[src/rtl/demux_1to2_stream_pkg.sv]
// Shared mux/demux definitions: default widths, port-select encoding and the
// output slot state type used by the 1:2 stream demultiplexer.
package demux_1to2_stream_pkg;

    localparam int WIDTH_DEF = 8;
    localparam int CNT_W_DEF = 16;

    // Same polarity as the 2:1 mux a/b select.
    localparam logic SEL_A = 1'b1;
    localparam logic SEL_B = 1'b0;

    typedef enum logic {
        SLOT_EMPTY = 1'b0,
        SLOT_FULL  = 1'b1
    } slot_state_e;

    // A slot can take a word if it is empty, or full and draining this cycle.
    function automatic logic slot_can_load(input slot_state_e state, input logic ready);
        return (state == SLOT_EMPTY) || ((state == SLOT_FULL) && ready);
    endfunction

endpackage

[src/rtl/demux_out_slot.sv]
// One-entry output slot with data register and completed-transfer counter.
module demux_out_slot
    import demux_1to2_stream_pkg::*;
#(
    parameter int WIDTH = WIDTH_DEF,
    parameter int CNT_W = CNT_W_DEF
) (
    input  logic             clk,
    input  logic             rst,
    input  logic             load_i,
    input  logic [WIDTH-1:0] load_data_i,
    input  logic             ready_i,
    output logic             valid_o,
    output logic [WIDTH-1:0] data_o,
    output logic [CNT_W-1:0] count_o,
    output logic             can_load_o
);

    slot_state_e      state_q, state_d;
    logic [WIDTH-1:0] data_q, data_d;
    logic [CNT_W-1:0] count_q, count_d;
    logic             drain_s;

    // Next-state, data and counter logic; a load in the drain cycle refills without a bubble.
    always_comb begin
        state_d = state_q;
        data_d  = data_q;
        count_d = count_q;
        drain_s = (state_q == SLOT_FULL) && ready_i;

        case (state_q)
            SLOT_EMPTY: begin
                if (load_i) state_d = SLOT_FULL;
                else        state_d = SLOT_EMPTY;
            end
            SLOT_FULL: begin
                if (load_i)       state_d = SLOT_FULL;
                else if (drain_s) state_d = SLOT_EMPTY;
                else              state_d = SLOT_FULL;
            end
            default: state_d = SLOT_EMPTY;
        endcase

        if (load_i) data_d = load_data_i;
        else        data_d = data_q;

        if (drain_s) count_d = count_q + {{(CNT_W-1){1'b0}}, 1'b1};
        else         count_d = count_q;
    end

    // Slot state, data and counter registers.
    always_ff @(posedge clk or posedge rst) begin
        if (rst) begin
            state_q <= SLOT_EMPTY;
            data_q  <= {WIDTH{1'b0}};
            count_q <= {CNT_W{1'b0}};
        end else begin
            state_q <= state_d;
            data_q  <= data_d;
            count_q <= count_d;
        end
    end

    assign valid_o    = (state_q == SLOT_FULL);
    assign data_o     = data_q;
    assign count_o    = count_q;
    assign can_load_o = slot_can_load(state_q, ready_i);

endmodule

[src/rtl/demux_1to2_stream.sv]
// 1:2 valid/ready stream demultiplexer: steers each accepted word into the
// output slot of port A or port B according to in_sel.
module demux_1to2_stream
    import demux_1to2_stream_pkg::*;
#(
    parameter int WIDTH = WIDTH_DEF,
    parameter int CNT_W = CNT_W_DEF
) (
    input  logic             clk,
    input  logic             rst,
    input  logic [WIDTH-1:0] in_data,
    input  logic             in_sel,
    input  logic             in_valid,
    output logic             in_ready,
    output logic [WIDTH-1:0] a_data,
    output logic             a_valid,
    input  logic             a_ready,
    output logic [WIDTH-1:0] b_data,
    output logic             b_valid,
    input  logic             b_ready,
    output logic [CNT_W-1:0] a_count,
    output logic [CNT_W-1:0] b_count
);

    logic a_can_load_s;
    logic b_can_load_s;
    logic accept_s;
    logic load_a_s;
    logic load_b_s;

    // Only the selected slot gates acceptance, so a stalled port never blocks the other.
    always_comb begin
        in_ready = 1'b0;
        if (rst)                  in_ready = 1'b0;
        else if (in_sel == SEL_A) in_ready = a_can_load_s;
        else                      in_ready = b_can_load_s;
        accept_s = in_valid && in_ready;
        load_a_s = accept_s && (in_sel == SEL_A);
        load_b_s = accept_s && (in_sel == SEL_B);
    end

    demux_out_slot #(.WIDTH(WIDTH), .CNT_W(CNT_W)) u_slot_a (
        .clk         (clk),
        .rst         (rst),
        .load_i      (load_a_s),
        .load_data_i (in_data),
        .ready_i     (a_ready),
        .valid_o     (a_valid),
        .data_o      (a_data),
        .count_o     (a_count),
        .can_load_o  (a_can_load_s)
    );

    demux_out_slot #(.WIDTH(WIDTH), .CNT_W(CNT_W)) u_slot_b (
        .clk         (clk),
        .rst         (rst),
        .load_i      (load_b_s),
        .load_data_i (in_data),
        .ready_i     (b_ready),
        .valid_o     (b_valid),
        .data_o      (b_data),
        .count_o     (b_count),
        .can_load_o  (b_can_load_s)
    );

endmodule

[config.mk]
export PLATFORM = sky130hd
export DESIGN_NAME = demux_1to2_stream
export DESIGN_NICKNAME = d
export VERILOG_FILES = /design/src/rtl/demux_1to2_stream_pkg.sv /design/src/rtl/demux_out_slot.sv /design/src/rtl/demux_1to2_stream.sv
export SDC_FILE = /design/constraint.sdc
export NUM_CORES = 1
export LEC_CHECK = 0
export CAP_MARGIN = 5
export CORE_MARGIN = 4
export CORE_UTILIZATION = 40
export CTS_BUF_LIST = sky130_fd_sc_hd__clkbuf_2
export CTS_CLUSTER_SIZE = 20
export DETAILED_ROUTE_END_ITERATION = 7
export DONT_BUFFER_PORTS = 1
export GPL_TIMING_DRIVEN = 1
export SLEW_MARGIN = 40
export SYNTH_ARGS = -nofsm -noshare
export SYNTH_HDL_FRONTEND = slang
export SYNTH_HIERARCHICAL = 1
export SYNTH_SLANG_ARGS = --single-unit
export TNS_END_PERCENT = 50
[constraint.sdc]
create_clock -name clk -period 3.4 [get_ports clk]
set_input_delay 0.68 -clock clk [delete_from_list [all_inputs] [get_ports clk]]
set_output_delay 0.68 -clock clk [all_outputs]
set_load 0.005 [all_outputs]
Word level (Yosys, flattened, before mapping)
Index checks and enable logic that the tools add are counted.
- bits in registers: 50
- input port bits: 14
- output and inout port bits: 51
- word-level logic and storage cells: 28
- bitwise gates (word level): 3
- add/sub/neg operators: 2
- muxes and demuxes: 10
- reductions and logical operators: 7
- operator list (kind ; count):
    $add A16 B1 Y16 const B ; 2
    $mux W1 ; 8
    $logic_and A1 B1 Y1 ; 5
    $pmux W1 S2 ; 2
    $not A1 Y1 ; 3
    $logic_or A1 B1 Y1 ; 2

Longest topological paths before layout
- depth in word-level cells: 8
- gate-level depth with buffers: 5
- gate-level depth less buffers: 4

Cells and area by module
The synthesis kept the hierarchy.
- modules (own cells, without submodules) (module ; area an instance (um^2) ; times used ; cells an instance):
    demux_out_slot ; 1076.0 ; 2 ; 81
    demux_1to2_stream ; 47.5 ; 1 ; 6

Worst setup path before layout
Ideal clock, no wire load.
- path type: input -> register
- start point: input b_ready
- end point: register u_slot_b.data_q[0], in the netlist u_slot_b/data_o[0]
- stages: 5
- setup time: 0.125 ns
- path slack: 1.647 ns
- arrival: 1.628 ns
- path buffers: 1
- cells stage by stage: nand2b_1 nand2b_4 nor2_1 clkbuf_1 mux2_2
- cells in the longest elaborated chain, start to end: 6
- RTL lines (what ; line ; RTL):
    start, declared ; demux_1to2_stream.sv:20 ; input logic b_ready,
    $logic_and A1 B1 Y1 ; demux_1to2_stream_pkg.sv:19 ; return (state == SLOT_EMPTY) || ((state == SLOT_FULL) && ready);
    $logic_or A1 B1 Y1 ; demux_1to2_stream_pkg.sv:19 ;
    $mux W1 ; demux_1to2_stream.sv:35 ; else if (in_sel == SEL_A) in_ready = a_can_load_s;
    $mux W1 ; demux_1to2_stream.sv:34 ; if (rst) in_ready = 1'b0;
    $logic_and A1 B1 Y1 ; demux_1to2_stream.sv:37 ; accept_s = in_valid && in_ready;
    $logic_and A1 B1 Y1 ; demux_1to2_stream.sv:39 ; load_b_s = accept_s && (in_sel == SEL_B);
    named net load_b_s ; demux_1to2_stream.sv:29 ; logic load_b_s;
    end signal, assigned ; demux_out_slot.sv:55 ; data_q <= {WIDTH{1'b0}};
    end signal, assigned ; demux_out_slot.sv:59 ; data_q <= data_d;
    end, declared ; demux_out_slot.sv:20 ; logic [WIDTH-1:0] data_q, data_d;
The timed path passes the listed nets, and every way through them passes these cells.
A chain may end at the register's enable or synchronous reset.

Worst setup path in the final report
- start point: register u_slot_a.state_q, in the netlist u_slot_a/valid_o
- end point: output in_ready
- cells in the longest elaborated chain, start to end: 4
- elaborated cells between the ends (all ways): 5
- RTL lines (what ; line ; RTL):
    start, declared ; demux_out_slot.sv:19 ; slot_state_e state_q, state_d;
    start signal, assigned ; demux_out_slot.sv:58 ; state_q <= state_d;
    $logic_and A1 B1 Y1 or $not A1 Y1 (tied branches) ; - ;
    $logic_or A1 B1 Y1 * ; demux_1to2_stream_pkg.sv:19 ;
    named net a_can_load_s ; demux_1to2_stream.sv:25 ; logic a_can_load_s;
    $mux W1 * ; demux_1to2_stream.sv:35 ;
    $mux W1 * ; demux_1to2_stream.sv:34 ;
    end, declared ; demux_1to2_stream.sv:14 ; output logic in_ready,
Mark *: on every way through the listed nets, which the timed path passes. The rest lies on a longest branch.

==> summary.txt <==
Worst setup path
  • Worst Setup End Kind: primary output
  • Crit Path Max Fanout: 4
  • Critical Path Start Type: register
  • WS Path Type: reg2out
  • Arrival time worst endpoint: 1.24 ns
  • CP Data Required Time: 2.72 ns

Die
  • Io pins: 65
  • Chip Width: 82.2 microns
  • Die ar.: 0.00675 sq mm
  • Die height: 82.2 microns
  • Starting Density: 0.423
  • FP Rows: 26
  • Core outline area: 0.00520 sq mm

Synthesis
  • Post-Syn Nets: 184
  • Distinct cells, synth: 24
  • Synth area leaders: dfrtp_1 (57%), mux2_2 (9.2%), xnor2_1 (8.0%)
  • Syn Inst Count: 168
  • Synth Register Bits: 50
  • Area fraction in compound gates after synthesis: 0.00398
  • Post-synthesis adder-cell area fraction: 0.0114
  • Syn_area_per_cell: 13.1 sq um
  • Cell accounting for the most synthesized area: dfrtp_1
  • Post-Synth XOR/XNOR Area: 0.119
  • Synth top area share: 0.569
  • Multiplexer area fraction after synthesis: 0.0922
  • Sequential fraction of the synthesis area: 0.569
  • Simple-gate portion of the synthesized area: 0.184
  • Ys Warns: 6
  • Largest family of logic cells by synthesized area: simple AND/OR/NAND/NOR gates
  • Mapped Area: 0.00220 sq mm

CTS
  • Resized cells post-CTS: 0
  • # hold bufs at CTS: 0
  • Setup Fix Bufs, Post-CTS: 0
  • H-tree levels: 2
  • Root Buffer: clkbuf_2
  • Clock buffer count from CTS: 5
  • CTS tree: yes
  • Clock sinks: 50
  • Clk pin slew, worst setup/hold paths: 0.23 ns
  • CTS Buffer Depth: 2
  • Clock insertion delay at the later pin of the skew report: 0.40 ns

Power and ir drop
  • Switching share of total power: 0.304
  • Clock power frac: 0.188
  • Internal power: 825 uW
  • VDD IR max: 0.279 mV
  • Pwr Density: 515 mW/mm^2
  • P_sw: 360 uW
  • Flop pwr share: 0.692
  • Gate power share: 0.120
  • Static Leak: 0.00105 uW

Outcome
  • Status: complete, no violations

STA
  • Peak Freq: 520 MHz
  • Unrepaired setup endpoints after global routing: false
  • Final setup viols: 0
  • Setup WS post-layout: 1.48 ns
  • Setup Skew: 0.0137 ns
  • Tmin final: 1.92 ns
  • Slew HR: 0.498
  • Setup TNS: 0 ns
  • Least-Margin Pin Slew: 0.750 ns
  • Fin. Hold Viols: 0
  • Period utilization: 0.566
  • Slew Viols, Final: 0

Routing
  • Avg Vias per Cell: 5.24
  • Router iterations before antenna repair: 4
  • Number of DRC markers in iteration 0: 53
  • Total wire length: 4130 microns
  • Via Count: 1264
  • WL/cell: 17.1 microns
  • Routed Antenna Nets: 0
  • Residual DRC: 0

Finish
  • Fillers: 490
  • Final Non-Filler Cells: 241
  • Post-synthesis to final-layout area growth: 4.55%
  • Layout cell share with drive strength beyond 1: 0.246
  • Ant. Diodes: 0
  • Final core occ: 0.442
  • Most frequent cells in the layout: dfrtp_1 (50), xnor2_1 (20), mux2_2 (18)
  • Commonest non-fill, non-tap cell in the layout: dfrtp_1
  • Final net count: 187

Place
  • GPL Wtd Cong: 0.686
  • Cell count after placement: 234
  • Setup WS pre-CTS: 1.36 ns
  • PortBufs: 0
  • DP HPWL: 3080 microns

Run
  • # Max-Cap Violations: 0

Global route
  • Vias in the first global route: 1363
  • All-Layer GR Usage: 0.133
  • Largest net degree at the start of global routing: 26
  • First-pass GRT wire length: 6820 microns
  • Initial antenna violation count: 0
  • GR Overflow Total: 0

Hold path
  • Worst hold path type: in2async
-- path summary, 6_finish.rpt --
kind | start | end | slack (ns) | cells after the start
worst min register to register | u_slot_a/count_o[15] | u_slot_a/count_o[15] | 0.52 | 1
max in group asynchronous | rst | u_slot_a/count_o[12] | 2.86 | 1
min in group clk | in_data[5] | u_slot_b/data_o[5] | 0.41 | 1
worst max-delay path | u_slot_a/valid_o | in_ready | 1.48 | 3
worst min-delay path | rst | u_slot_a/data_o[5] | 0.16 | 1
worst max register to register | u_slot_a/valid_o | u_slot_a/data_o[0] | 1.61 | 4
-- metal layers --
metal	track usage	part of all wire
met5	0	0
met4	0.0449	0.013
met3	0.0597	0.097
met2	0.217	0.49
met1	0.157	0.39
-- worst max-delay path, cell delays in order, from the launching register on --
cell,delay (ns)
dfrtp_1,0.48
nand2b_1,0.13
nand2_1,0.09
a21oi_2,0.16
-- kinds of logic (layout without fill, tap and decap cells) --
logic type                 count (synthesis)  count (layout)
AOI/OAI and AO/OA                          1               1
adders and majority gates                  2               2
muxes                                     18              18
and+or+nand+nor                           57              57
buffers and inverters                     10              13
xor gates and xnor gates                  30              30
DFF                                       50              50
-- cells in the mapped netlist, drive strengths merged --
| library cell | instances |
|---|---|
| nand2b | 6 |
| xor2 | 10 |
| nor2 | 8 |
| ha | 2 |
| nor3b | 2 |
| and4 | 2 |
| a21oi | 1 |
| buf | 2 |
| and3 | 4 |
| nand4 | 12 |
| dfrtp | 50 |
| nand3 | 4 |
| or2 | 4 |
| mux2 | 18 |
| nor4 | 2 |
| and2 | 2 |
| xnor2 | 20 |
| inv | 6 |
| nand2 | 9 |
| clkbuf | 2 |
| nor3 | 2 |
-- cell type report --
class / count / area (sq um) / share of cell area
Sequential cell: 50 / 1250 / 0.544
Multi-Input combinational cell: 108 / 903 / 0.393
Tap cell: 70 / 87.6 / 0.0381
Clock buffer: 7 / 35.0 / 0.0152
Inverter: 6 / 22.5 / 0.00979
-- per-stage QoR --
step / hold slack [ns] / power [uW] / area (sq um)
3_5_place_dp: 0.501 / 978 / 2260
3_3_place_gp: 0.493 / 966 / 2260
5_1_grt: 0.143 / 1260 / 2300
2_1_floorplan: 0.468 / 922 / 2200
4_1_cts: 0.145 / 1200 / 2300
6_report: 0.158 / 1180 / 2300
-- registers in the layout, indices dropped and copies added (netlist names) --
name / count
u_slot_a/valid_o: 1
u_slot_b/valid_o: 1
u_slot_a/data_o: 8
u_slot_b/count_o: 16
u_slot_a/count_o: 16
u_slot_b/data_o: 8
-- power by group through the flow --
stage | clock [uW] | combinational (uW) | sequential [uW]
after global routing | 257 | 161 | 840
final | 222 | 143 | 820
after floorplan | 0 | 128 | 794
after detailed placement | 0 | 145 | 833
after global placement | 0 | 136 | 830
after CTS | 233 | 145 | 822
Power figures use the tool's default switching activity.
